[config.mk]
export PLATFORM = sky130hd
export DESIGN_NAME = ddr3_ref_arb
export DESIGN_NICKNAME = d
export VERILOG_FILES = /design/src/rtl/ddr3_ref_arb.sv
export SDC_FILE = /design/constraint.sdc
export NUM_CORES = 1
export LEC_CHECK = 0
export ABC_CLOCK_PERIOD_IN_PS = 3600
export BUFFER_PORTS_ARGS = -buffer_cell sky130_fd_sc_hd__buf_2
export CAP_MARGIN = 40
export CORE_MARGIN = 3
export CORE_UTILIZATION = 40
export DETAILED_ROUTE_END_ITERATION = 10
export PLACE_DENSITY = 0.78
export SKIP_CTS_REPAIR_TIMING = 1
export SLEW_MARGIN = 0
export SYNTH_ARGS = -nofsm -noshare
export SYNTH_HDL_FRONTEND = slang
export SYNTH_SLANG_ARGS = --single-unit
[constraint.sdc]
create_clock -name clock -period 3.6 [get_ports clock]
set_clock_uncertainty 0.15 [all_clocks]
set_input_delay 0.72 -clock clock [delete_from_list [all_inputs] [get_ports clock]]
set_output_delay 0.72 -clock clock [all_outputs]
set_load 0.01 [all_outputs]
[src/rtl/ddr3_ref_arb.sv]
// DDR3 refresh arbiter: muxes configurator / memory-controller commands onto the DDL port
// and inserts precharge-all + back-to-back refresh bursts for postponed tREFI ticks.
module ddr3_ref_arb #(
   parameter int DDR_ROW_BITS = 13,
   parameter int REF_MAX      = 8
) (
   input  logic                    clock,
   input  logic                    reset_n,
   input  logic                    cfg_run_i,
   input  logic                    cfg_req_i,
   input  logic [2:0]              cfg_cmd_i,
   input  logic [2:0]              cfg_ba_i,
   input  logic [DDR_ROW_BITS-1:0] cfg_adr_i,
   output logic                    cfg_rdy_o,
   input  logic                    cfg_ref_i,
   input  logic                    fsm_req_i,
   input  logic                    fsm_seq_i,
   input  logic [2:0]              fsm_cmd_i,
   input  logic [2:0]              fsm_ba_i,
   input  logic [DDR_ROW_BITS-1:0] fsm_adr_i,
   output logic                    fsm_rdy_o,
   output logic                    fsm_hold_o,
   output logic                    ddl_req_o,
   output logic                    ddl_seq_o,
   output logic [2:0]              ddl_cmd_o,
   output logic [2:0]              ddl_ba_o,
   output logic [DDR_ROW_BITS-1:0] ddl_adr_o,
   input  logic                    ddl_rdy_i,
   output logic                    ref_ovf_o
);

   localparam int PW = $clog2(REF_MAX + 1);
   localparam logic [2:0] CMD_NOOP = 3'b111;
   localparam logic [2:0] CMD_PREC = 3'b010;
   localparam logic [2:0] CMD_REFR = 3'b001;
   localparam logic [DDR_ROW_BITS-1:0] ADR_PALL = DDR_ROW_BITS'(1) << 10;

   typedef enum logic [2:0] {INIT, MEM, DRAIN, PREA, REFR} state_t;

   state_t        state, state_nx;
   logic [PW-1:0] pend;
   logic          in_seq;
   logic          tick, refr_xfer, fsm_xfer, want_ref;

   assign tick      = cfg_ref_i & cfg_run_i;
   assign refr_xfer = (state == REFR) & ddl_rdy_i;
   assign fsm_xfer  = fsm_req_i & fsm_rdy_o;
   // A tick this cycle already counts, so an idle controller is held off without a dead cycle.
   assign want_ref  = (pend != '0) | tick;

   always_ff @(posedge clock or negedge reset_n) begin
      if (!reset_n) begin
         state     <= INIT;
         pend      <= '0;
         in_seq    <= 1'b0;
         ref_ovf_o <= 1'b0;
      end else begin
         state <= state_nx;
         if (fsm_xfer)
            in_seq <= fsm_seq_i;
         // Tick together with a refresh transfer nets to zero.
         if (tick && !refr_xfer) begin
            if (pend == PW'(REF_MAX))
               ref_ovf_o <= 1'b1;
            else
               pend <= pend + 1'b1;
         end else if (!tick && refr_xfer) begin
            pend <= pend - 1'b1;
         end
      end
   end

   always_comb begin
      state_nx   = state;
      ddl_req_o  = 1'b0;
      ddl_seq_o  = 1'b0;
      ddl_cmd_o  = CMD_NOOP;
      ddl_ba_o   = '0;
      ddl_adr_o  = '0;
      cfg_rdy_o  = 1'b0;
      fsm_rdy_o  = 1'b0;
      fsm_hold_o = 1'b0;
      case (state)
         INIT: begin
            ddl_req_o = cfg_req_i;
            ddl_cmd_o = cfg_req_i ? cfg_cmd_i : CMD_NOOP;
            ddl_ba_o  = cfg_ba_i;
            ddl_adr_o = cfg_adr_i;
            cfg_rdy_o = ddl_rdy_i;
            if (cfg_run_i && !cfg_req_i)
               state_nx = MEM;
         end
         MEM, DRAIN: begin
            ddl_req_o  = fsm_req_i;
            ddl_seq_o  = fsm_req_i & fsm_seq_i;
            ddl_cmd_o  = fsm_req_i ? fsm_cmd_i : CMD_NOOP;
            ddl_ba_o   = fsm_ba_i;
            ddl_adr_o  = fsm_adr_i;
            fsm_rdy_o  = ddl_rdy_i;
            if (state == MEM) begin
               fsm_hold_o = (pend != '0);
               // An open sequence must finish before the banks are closed.
               if (want_ref)
                  state_nx = (in_seq || (fsm_req_i && ddl_rdy_i && fsm_seq_i)) ? DRAIN : PREA;
            end else begin
               fsm_hold_o = 1'b1;
               if (!in_seq)
                  state_nx = PREA;
            end
         end
         PREA: begin
            ddl_req_o  = 1'b1;
            ddl_seq_o  = 1'b1;
            ddl_cmd_o  = CMD_PREC;
            ddl_adr_o  = ADR_PALL;
            fsm_hold_o = 1'b1;
            if (ddl_rdy_i)
               state_nx = REFR;
         end
         REFR: begin
            ddl_req_o  = 1'b1;
            ddl_seq_o  = (pend > PW'(1));
            ddl_cmd_o  = CMD_REFR;
            fsm_hold_o = 1'b1;
            if (ddl_rdy_i && pend <= PW'(1))
               state_nx = MEM;
         end
         default: state_nx = INIT;
      endcase
   end

endmodule
* Word-level counts from Yosys, hierarchy flattened *
Cells that the tools add are included.

storage, ports and cells
  register bits = 9
  input bits = 46
  output and inout bits = 25
  word-level logic and storage cells = 64

cells by class
  $add $sub $neg = 2
  $lt $le $gt $ge = 2
  eq/ne operators = 11
  muxes and demuxes = 22
  bitwise logic cells = 5
  reduce and logical (&&, ||, !) cells = 18

operators with widths
  operator             count
  $pmux 13 s3          1
  $mux 3               8
  $pmux 3 s4           2
  $mux 4               3
  $eq 3x2->1 const B   2
  $logic_and 1x1->1    6
  $ne 2x2->1 const B   3
  $ne 3x3->1 const B   2
  $pmux 1 s3           2
  $pmux 3 s2           1
  $reduce_and 5->1     1
  $add 4x1->4 const B  1
  $and 1x1->1          4
  $eq 4x4->1 const B   1
  $gt 4x1->1 const B   1
  $le 4x1->1 const B   1
  $mux 1               4
  $reduce_and 2->1     2
  $reduce_bool 4->1    1
  $reduce_or 2->1      2
  $sub 4x1->4 const B  1
  $eq 3x1->1 const B   1
  $eq 3x3->1 const B   1
  $logic_not 1->1      3
  6 further kinds      6

* Longest topological paths before layout *
  depth in word-level cells = 7
  gate-level depth with buffers = 7
  gate-level depth less buffers = 7

* Worst setup path before layout *
No wires, ideal clock.

  kind = input port to output port
  from = input fsm_seq_i
  to = output ddl_seq_o
  arrival = 1378 ps
  required time = 2730 ps
  setup slack = 1352 ps
  stages on the path = 3
  path buffers = 0
  cell sequence = nand2_1 > maj3_1 > o21ai_0

between the ends
  word-level cells in the longest chain between the ends = 2

ends and longest elaborated chain
  item                line  text
  start: declaration  17    input logic fsm_seq_i,
  $and 1x1->1         95    ddl_seq_o = fsm_req_i & fsm_seq_i;
  $pmux 1 s3          83    case (state)
  end: declaration    24    output logic ddl_seq_o,

No other way between the ends.

* Final worst setup path *
  from = register state[0]
  to = output ddl_adr_o[2]

between the ends
  word-level cells in the longest chain between the ends = 3
  elaborated cells on any way between the ends = 6
  classes of those cells = eq/ne (3); mux (1); reduce/logical (2)

ends and longest elaborated chain
  item                                             line  text
  start: declaration                               40    state_t state, state_nx;
  start signal: assignment                         58    state <= state_nx;
  $eq 3x1->1 / $eq 3x2->1 (equally long branches)  83
  $reduce_or 2->1                                  83
  $pmux 13 s3 (*)                                  83
  end: declaration                                 27    output logic [DDR_ROW_BITS-1:0] ddl_adr_o,

Mark *: on every way between the ends. The rest lies on a longest branch, timed or not.

==> impl_metrics.json <==
{
  "overflow": 0,
  "clock-root-buffer": "clkbuf_4",
  "fillers": 280,
  "areaGrowthSynthToFinish_pct": 32.69,
  "die_y_um": 61.42,
  "synth_seq_cells": 9,
  "first_pass_iters": 4,
  "synth_cell_type_count": 47,
  "ys_seq_area_share_pct": 18.33,
  "synth_xor_area_share_pct": 3.666,
  "sequentialPowerShare_pct": 17.5,
  "cp.required_ns": 2.73,
  "netlist_top_cells_area": "dfrtp_1, mux2i_1, nor2_1, a21oi_1, ha_1",
  "maxSlewHeadroom_pct": 60.85,
  "dp_cells": 262,
  "vias": 1409,
  "grt_max_degree": 28,
  "startpoint_type": "register",
  "synth_top_family_by_area": "simple AND/OR/NAND/NOR gates",
  "synth-async-reset-ratio_pct": 100.0,
  "cp_max_fo": 14,
  "critPathKind": "reg2out",
  "wirelength_um": 3374,
  "nets": 285,
  "grtUsageTotal_pct": 19.13,
  "num_rows": 19,
  "mostFrequentLayoutCell": "buf_2",
  "crit_arrival_ns": 1.99,
  "htreeDepth": 1,
  "maxSlewViolCount": 0,
  "synthFlopType": "dfrtp_1",
  "drc": 0,
  "drt_iter0_drc": 62,
  "die_x_um": 61.42,
  "clock_sinks": 9,
  "final_cell_mix": "buf_2, nor2_1, a21oi_1",
  "synthSimpleGateAreaFrac_pct": 26.78,
  "antenna_found_initial": 0,
  "first_global_vias": 1305,
  "cts_tree": "yes",
  "syn_nets": 217,
  "fin_crit_sh_pct": 79.48,
  "powerDensity_mw_per_mm2": 885.8,
  "diodes": 0,
  "fin_area_mm2": 0.001630,
  "finalSetupViolCount": 0,
  "netSwitchingFraction_pct": 51.59,
  "clock_latency_ns": 0.26,
  "gp_congestion": 0.7706,
  "ant_nets": 0,
  "outcome": "complete, no violations",
  "synthAdderAreaFrac_pct": 3.870,
  "die_area_mm2": 0.003772,
  "fmax_mhz": 349.5,
  "max-vdd-ir-drop_uv": 455.3,
  "yosysTopAreaCellShare_pct": 18.33,
  "dpl-instance-area_mm2": 0.001604,
  "dp_hpwl_um": 2691,
  "ios": 71,
  "grt_pass1_wl_um": 5568,
  "drive_above_1_share_pct": 36.60,
  "viasPerCell": 5.297,
  "maxCapViolations": 0,
  "routedWlPerCell_um": 12.68,
  "synth_mux_area_share_pct": 14.36,
  "synth_edf_count": 0,
  "setup_tns_ns": 0,
  "synth_compound_area_share_pct": 25.05,
  "crit_chain": "buf_4 > buf_4 > mux2i_1 > nor2_1 > a21oi_1 > nor2_1 > buf_2",
  "synth_area_mm2": 0.001229,
  "hold_viol_final": 0,
  "final_cells": 266,
  "final_core_util_pct": 57.15,
  "p_int_mw": 0.6991,
  "avgSynthCellArea_um2": 7.314,
  "yosysWarnings": 0,
  "synth_top_area_cell": "dfrtp_1",
  "placeableCoreArea_mm2": 0.002853,
  "cpPeakStageDelay_ns": 0.62,
  "io_buffers": 70,
  "initial_core_util_pct": 43.07,
  "combPwrFrac_pct": 77.3,
  "p_switching_mw": 0.7450,
  "worst_setup_path_end_kind": "output pin",
  "power_leakage_nw": 0.8496,
  "crit_slowest_cell": "dfrtp_1",
  "syn_inst": 168,
  "hp-class": "in2async",
  "rsz0062_at_grt": "no",
  "min_period_ns": 2.861,
  "worstMarginPinSlew_ns": 0.5872,
  "cts.clk_slew.worst_paths_ns": 0.06,
  "pwr-share-clk_pct": 5.3,
  "clk_path_buf_depth": 2,
  "numCtsBuffers": 3
}
flip-flops by register name, indices dropped and copies added, names as in the netlist:
register	cells
pend	4
state	3
in_seq	1
ref_ovf_o	1
synthesized netlist by cell type (2+ instances only):
library cell,n
nand3_1,3
nand2b_1,5
buf_1,2
buf_4,2
inv_1,7
mux2i_1,15
nor2_1,38
or3_1,2
nand2_1,7
xnor2_1,2
nor3_1,2
a21oi_1,23
o21ai_0,7
dfrtp_1,9
nand4_1,2
nor2b_1,2
buf_6,2
ha_1,3
o22ai_1,2
clkbuf_1,3
buf_2,3
a21o_1,2
cells by family (layout without fill, tap and decap cells):
kind of cell,count (synthesis),count (layout)
AO/OA/AOI/OAI,48,48
XOR/XNOR,3,3
adder cells (fa/ha/maj),4,4
buffers and inverters,19,86
flip-flops,9,9
multiplexers,17,17
AND/OR/NAND/NOR,68,68
layout make-up:
type | instances | area [um^2] | area share (%)
Timing Repair Buffer | 75 | 407.9 | 25.02
Inverter | 7 | 26.28 | 1.612
Tap cell | 31 | 38.79 | 2.379
Sequential cell | 9 | 225.2 | 13.81
Clock buffer | 4 | 26.28 | 1.612
Multi-Input combinational cell | 140 | 905.9 | 55.56
worst max-delay path: cells and delay by family, from the launching register on:
family                 cells  cell delay (ns)
AOI/OAI and AO/OA          1             0.12
buffers and inverters      3             0.67
DFF                        1             0.62
muxes                      1             0.21
and+or+nand+nor            2             0.10
routing by layer:
metal,GRT usage [%],wire [um]
met5,0,0
met4,0.9091,0
met3,4.612,218
met2,33.38,1655
met1,25.29,1500
path summary, 6_finish.rpt:
kind | from | end | slack (ns) | cells after the start
max in group asynchronous | reset_n | state[0]$_DFFE_PN0P_ | 2.98 | 1
setup / recovery | state[0]$_DFFE_PN0P_ | ddl_adr_o[2] | 0.74 | 7
hold reg to reg | ref_ovf_o$_DFFE_PN0P_ | ref_ovf_o$_DFFE_PN0P_ | 0.30 | 1
setup reg to reg | pend[1]$_DFFE_PN0P_ | state[0]$_DFFE_PN0P_ | 1.68 | 7
min in group clock | ref_ovf_o$_DFFE_PN0P_ | ref_ovf_o$_DFFE_PN0P_ | 0.30 | 1
hold / removal | reset_n | pend[0]$_DFFE_PN0P_ | 0.15 | 1
power groups by stage:
stage,combinational [mW],sequential (mW),clock (mW)
after global routing,1.24,0.265,0.0868
after CTS,1.12,0.250,0.0813
after global placement,1.05,0.268,0
after floorplan,0.834,0.207,0
final,1.12,0.252,0.0761
after detailed placement,1.12,0.250,0
through the flow:
stage               power [mW]  hold slack, ns  setup WS (ns)
finish                   1.444          0.1473         0.7389
global route             1.596          0.1463         0.5525
CTS                      1.455          0.1398         0.7155
detailed placement       1.368          0.2960          1.014
global placement         1.323          0.2896         0.9254
floorplan                1.041          0.2744          1.352
Note: power is estimated with default switching activity, not from simulation.
